File: src/rtl/inst_loader_pkg.sv
// +----------------------------------------------------------------------------+
// | inst_loader_pkg: shared loader encodings and bus types                     |
// | Rev 1.0 - initial release                                                  |
// +----------------------------------------------------------------------------+
`default_nettype none

package inst_loader_pkg;

    typedef logic [7:0]  ld_byte_t;     // LdByteBus
    typedef logic [15:0] inst_word_t;   // InstWordBus

    localparam logic [2:0] LdIdle  = 3'd0;
    localparam logic [2:0] LdLenLo = 3'd1;
    localparam logic [2:0] LdLenHi = 3'd2;
    localparam logic [2:0] LdDatLo = 3'd3;
    localparam logic [2:0] LdDatHi = 3'd4;
    localparam logic [2:0] LdChk   = 3'd5;
    localparam logic [2:0] LdDone  = 3'd6;
    localparam logic [2:0] LdErr   = 3'd7;

    // Resting states are the only ones that honour start.
    function automatic logic ld_is_rest(input logic [2:0] st);
        return (st == LdIdle) || (st == LdDone) || (st == LdErr);
    endfunction

endpackage

`default_nettype wire

File: src/rtl/inst_loader.sv
// +----------------------------------------------------------------------------+
// | inst_loader: framed byte stream -> 16-bit instruction memory writes        |
// | Rev 1.0 - initial release                                                  |
// +----------------------------------------------------------------------------+
`default_nettype none

module inst_loader
    import inst_loader_pkg::*;
#(
    parameter int unsigned ADDR_W    = 16,
    parameter int unsigned DEPTH     = 1024,
    parameter int unsigned BASE_ADDR = 0
) (
    input  logic              clk,
    input  logic              rst_n,
    input  logic              start,
    input  logic              abort,
    input  logic              byte_valid,
    input  ld_byte_t          byte_data,
    output logic              byte_ready,
    output logic              mem_we,
    output logic [ADDR_W-1:0] mem_waddr,
    output inst_word_t        mem_wdata,
    output logic              cpu_stall,
    output logic              busy,
    output logic              done,
    output logic              err,
    output logic [ADDR_W-1:0] words_loaded
);

    localparam logic [16:0]       DepthLim = 17'(DEPTH);
    localparam logic [ADDR_W-1:0] BaseA    = ADDR_W'(BASE_ADDR);

    logic [2:0]        state_q, state_d;
    logic [15:0]       len_q, len_d;
    ld_byte_t          low_q, low_d;
    ld_byte_t          chk_q, chk_d;
    inst_word_t        wdata_q, wdata_d;
    logic [ADDR_W-1:0] waddr_q, waddr_d;
    logic [ADDR_W-1:0] words_q, words_d;
    logic              we_q, we_d;
    logic              done_q, done_d;
    logic              err_q, err_d;
    logic              stall_q, stall_d;

    logic              accept;
    logic [15:0]       n_frame;
    logic [16:0]       words_inc;

    assign byte_ready = (state_q == LdLenLo) || (state_q == LdLenHi) ||
                        (state_q == LdDatLo) || (state_q == LdDatHi) ||
                        (state_q == LdChk);
    assign accept     = byte_valid && byte_ready;
    assign n_frame    = {byte_data, len_q[7:0]};
    assign words_inc  = 17'(words_q) + 17'd1;

    always_comb begin
        state_d = state_q;
        len_d   = len_q;
        low_d   = low_q;
        chk_d   = chk_q;
        wdata_d = wdata_q;
        waddr_d = waddr_q;
        words_d = words_q;
        we_d    = 1'b0;
        done_d  = done_q;
        err_d   = err_q;
        stall_d = stall_q;

        if (abort) begin
            // Counters and status are frozen; only the control path resets.
            state_d = LdIdle;
            stall_d = 1'b0;
        end else begin
            if (we_q) begin
                words_d = words_q + 1'b1;
                waddr_d = waddr_q + 1'b1;
            end
            case (state_q)
                LdIdle, LdDone, LdErr: begin
                    if (start) begin
                        state_d = LdLenLo;
                        done_d  = 1'b0;
                        err_d   = 1'b0;
                        words_d = '0;
                        chk_d   = '0;
                        len_d   = '0;
                        waddr_d = BaseA;
                        stall_d = 1'b1;
                    end
                end
                LdLenLo: begin
                    if (accept) begin
                        len_d   = {8'h00, byte_data};
                        state_d = LdLenHi;
                    end
                end
                LdLenHi: begin
                    if (accept) begin
                        len_d = n_frame;
                        if ({1'b0, n_frame} > DepthLim) begin
                            state_d = LdErr;
                            err_d   = 1'b1;
                            stall_d = 1'b0;
                        end else if (n_frame == 16'd0) begin
                            state_d = LdChk;
                        end else begin
                            state_d = LdDatLo;
                        end
                    end
                end
                LdDatLo: begin
                    if (accept) begin
                        low_d   = byte_data;
                        chk_d   = chk_q ^ byte_data;
                        state_d = LdDatHi;
                    end
                end
                LdDatHi: begin
                    if (accept) begin
                        chk_d   = chk_q ^ byte_data;
                        wdata_d = {byte_data, low_q};
                        we_d    = 1'b1;
                        // words_q already reflects every earlier word here.
                        state_d = (words_inc == {1'b0, len_q}) ? LdChk : LdDatLo;
                    end
                end
                LdChk: begin
                    if (accept) begin
                        stall_d = 1'b0;
                        if (byte_data == chk_q) begin
                            state_d = LdDone;
                            done_d  = 1'b1;
                        end else begin
                            state_d = LdErr;
                            err_d   = 1'b1;
                        end
                    end
                end
                default: state_d = LdIdle;
            endcase
        end
    end

    always_ff @(posedge clk or negedge rst_n) begin
        if (!rst_n) begin
            state_q <= LdIdle;
            len_q   <= '0;
            low_q   <= '0;
            chk_q   <= '0;
            wdata_q <= '0;
            waddr_q <= BaseA;
            words_q <= '0;
            we_q    <= 1'b0;
            done_q  <= 1'b0;
            err_q   <= 1'b0;
            stall_q <= 1'b0;
        end else begin
            state_q <= state_d;
            len_q   <= len_d;
            low_q   <= low_d;
            chk_q   <= chk_d;
            wdata_q <= wdata_d;
            waddr_q <= waddr_d;
            words_q <= words_d;
            we_q    <= we_d;
            done_q  <= done_d;
            err_q   <= err_d;
            stall_q <= stall_d;
        end
    end

    assign mem_we       = we_q;
    assign mem_waddr    = waddr_q;
    assign mem_wdata    = wdata_q;
    assign cpu_stall    = stall_q;
    assign busy         = !ld_is_rest(state_q);
    assign done         = done_q;
    assign err          = err_q;
    assign words_loaded = words_q;

endmodule

`default_nettype wire
File: config.mk
export PLATFORM = sky130hd
export DESIGN_NAME = inst_loader
export DESIGN_NICKNAME = d
export VERILOG_FILES = /design/src/rtl/inst_loader_pkg.sv /design/src/rtl/inst_loader.sv
export SDC_FILE = /design/constraint.sdc
export NUM_CORES = 1
export LEC_CHECK = 0
export CAP_MARGIN = 20
export CORE_ASPECT_RATIO = 2
export CORE_MARGIN = 3
export CORE_UTILIZATION = 30
export DETAILED_ROUTE_END_ITERATION = 6
export HOLD_SLACK_MARGIN = 0.12
export PLACE_DENSITY_LB_ADDON = 0.05
export REMOVE_ABC_BUFFERS = 1
export SLEW_MARGIN = 40
export SYNTH_ARGS = -nofsm -noshare
export SYNTH_HDL_FRONTEND = slang
export SYNTH_SLANG_ARGS = --single-unit
File: constraint.sdc
create_clock -name clk -period 3.4 [get_ports clk]
set_input_delay 0.51 -clock clk [delete_from_list [all_inputs] [get_ports clk]]
set_output_delay 0.51 -clock clk [all_outputs]
set_load 0.03 [all_outputs]
==> results.py <==
metrics = {
    "cts": {
        "insertion_delay_ps": 340,
        "post_cts_resized": 0,
        "cts_tree": "yes",
        "cts_root_buf": "clkbuf_16",
        "clock_path_buffers": 2,
        "cts.clk_slew.worst_paths_ps": 70,
        "cts-htree-levels": 3,
        "cts_setup_buffers": 0,
        "cts_hold_buf": 0,
        "cts_buffers": 9,
        "clock-sinks": 87,
    },
    "synth": {
        "yosysSeqAreaShare_pct": 45.37,
        "netlist_instances": 491,
        "ys.flop_type": "dfrtp_1",
        "synth_warnings": 0,
        "async_reset_ff_share_pct": 100.0,
        "netlist_area_um2": 4798,
        "synth-edff-count": 0,
        "ys_seq_elements": 87,
        "synth_top_area_share_pct": 45.37,
        "synth_cell_types": 56,
        "synth_area_leaders": "dfrtp_1, mux2_2, xnor2_1",
        "syn_area_per_cell_um2": 9.773,
        "yosys.area.top_type": "dfrtp_1",
    },
    "sta": {
        "finalSetupTns_ps": 0,
        "maxSlewViolCount": 0,
        "hold_violations": 0,
        "hold_slack_ps": 117.6,
        "worst_pin_slew_ps": 668.1,
        "rsz0062_at_grt": "no",
        "skew_ps": 6.842,
        "setup-violations-final": 0,
        "fmax_ghz": 0.3552,
        "period_needed_ps": 2815,
        "min_period_over_period_pct": 82.81,
        "relSlewSlack_pct": 55.05,
    },
    "layout": {
        "fin_nets": 567,
        "areaGrowthSynthToFinish_pct": 22.97,
        "final_area_um2": 5901,
        "layout-drive-gt1-share_pct": 11.67,
        "final_util_pct": 38.18,
        "antenna_cells": 0,
    },
    "worst_setup_path": {
        "required_ps": 2890,
        "timing.rr.start": "state_q[2]$_DFFE_PN0P_",
        "critPathCaptureType": "output port",
        "worstPathArrival_ps": 2310,
        "rr_worst_depth": 7,
        "r2r-end": "mem_wdata[7]$_DFFE_PN0P_",
        "reg2reg_setup_slack_ps": 590,
        "path_max_fanout": 20,
        "crit_path_start_kind": "flop",
        "crit_type": "reg2out",
    },
    "floorplan": {
        "die_y_um": 184.9,
        "start_util_pct": 31.05,
        "fp-row-count": 64,
        "io_pins": 67,
        "die_area_um2": 17640,
        "die_width_um": 95.43,
        "coreArea_um2": 15450,
    },
    "grt": {
        "antenna_found_initial": 0,
        "grt-ovfl-total": 0,
        "grt_use_total_pct": 15.78,
        "grt_max_degree": 35,
        "grt_pass1_wl_mm": 21.21,
        "grt_pass1_vias": 3988,
    },
    "pwr": {
        "leakagePower_nw": 2.525,
        "irDropWorstVdd_uv": 241.1,
        "power.density_nw_per_um2": 454.6,
    },
    "detailed_routing": {
        "firstDrtPassIters": 4,
        "wl_per_cell_um": 17.33,
        "drtIter0Drc": 134,
        "vias_per_cell": 5.056,
        "wirelength_mm": 13.08,
        "via_count": 3817,
        "drc": 0,
        "ant_nets": 0,
    },
    "placement": {
        "post_dp_cell_area_um2": 5604,
        "dpl.hpwl_mm": 10.03,
        "place_congestion": 0.8168,
        "numPortBuffers": 66,
    },
    "run_status": {
        "status": "complete, no violations",
    },
    "job": {
        "max_cap_viol_count": 0,
    },
    "hold_path": {
        "hold_class": "in2async",
    },
}
## worst max-delay path, stage by stage, from the launching register on
cell             delay (ps)
dfrtp_1                 760
nor3_1                  200
nor2_1                  270
clkdlybuf4s50_1         730
## final cells by class
cell class,instances,area (µm²)
Fill cell,1591,9554
Multi-Input combinational cell,352,2341
Inverter,24,90.09
Tap cell,198,247.7
Timing Repair Buffer,78,748.2
Clock inverter,6,67.56
Sequential cell,87,2177
Clock buffer,10,229.0
## worst max path at each step
stage	from	to	slack, ps
after global routing	state_q[2]$_DFFE_PN0P_	mem_wdata[7]$_DFFE_PN0P_	350
after floorplan	state_q[2]$_DFFE_PN0P_	mem_wdata[7]$_DFFE_PN0P_	860
after global placement	state_q[2]$_DFFE_PN0P_	mem_wdata[7]$_DFFE_PN0P_	570
after detailed placement	state_q[2]$_DFFE_PN0P_	mem_wdata[7]$_DFFE_PN0P_	580
final	state_q[2]$_DFFE_PN0P_	busy	580
after CTS	state_q[2]$_DFFE_PN0P_	mem_wdata[7]$_DFFE_PN0P_	570
## registers in the layout (all words and copies together), names as in the netlist
name and flops:
state_q 3, words_loaded 16, low_q 8, mem_wdata 16, mem_we 1, done 1, cpu_stall 1, mem_waddr 16
err 1, chk_q 8, len_q 16
## cells by family after synthesis
logic type                 count (synthesis)  share of synthesized area, %
buffers and inverters                     52                         5.841
and+or+nand+nor                          178                         19.30
muxes                                     38                         8.579
DFF                                       87                         45.37
xor gates and xnor gates                  48                         8.762
adders and majority gates                  2                        0.5214
AOI/OAI and AO/OA                         86                         11.63
## metrics by stage
step                setup WS (ps)  instances  power [mW]
floorplan                   859.6        463       1.481
global placement            573.0        739       1.709
detailed placement          579.2        739       1.711
CTS                         569.9        755       2.736
global route                346.0        755       2.831
finish                      584.5        755       2.683
## cells in the mapped netlist, types with 3 or more instances
cell,number
dfrtp_1,87
nor2_1,44
nand2_1,40
o21ai_0,30
xnor2_1,27
mux2_2,25
inv_1,24
nand3_1,23
xor2_1,21
a21oi_1,16
clkbuf_1,15
nand2b_1,15
mux2i_1,13
nand4_1,11
nor3_1,9
o2bb2ai_1,8
or3_1,7
buf_2,6
a31oi_1,5
and2_1,4
a21o_1,3
buf_1,3
nor2b_1,3
nor4_1,3
o22ai_1,3
o31ai_1,3
## power breakdown
group	internal, mW	switching, mW
logic	0.206	0.306
registers	1.09	0.0767
clock network	0.574	0.427
total	1.87	0.810
## per-layer routing
metal / share of wire (%) / track usage [%] / vias up
met5: 0 / 0 / -
met4: 1.8 / 6.385 / 0
met3: 3.0 / 2.520 / 10
met2: 57 / 29.60 / 82
met1: 39 / 17.12 / 1882
li1: - / - / 1843
## layout by cell type, fill, tap and decap left out, types with 16 or more instances in the layout
cell	count
o21ai_0	30
nand3_1	23
nor2_1	44
a21oi_1	16
mux2_2	25
dfrtp_1	87
clkdlybuf4s50_1	65
inv_1	24
xnor2_1	27
nand2_1	40
xor2_1	21
Note: power is estimated with default switching activity, not from simulation.
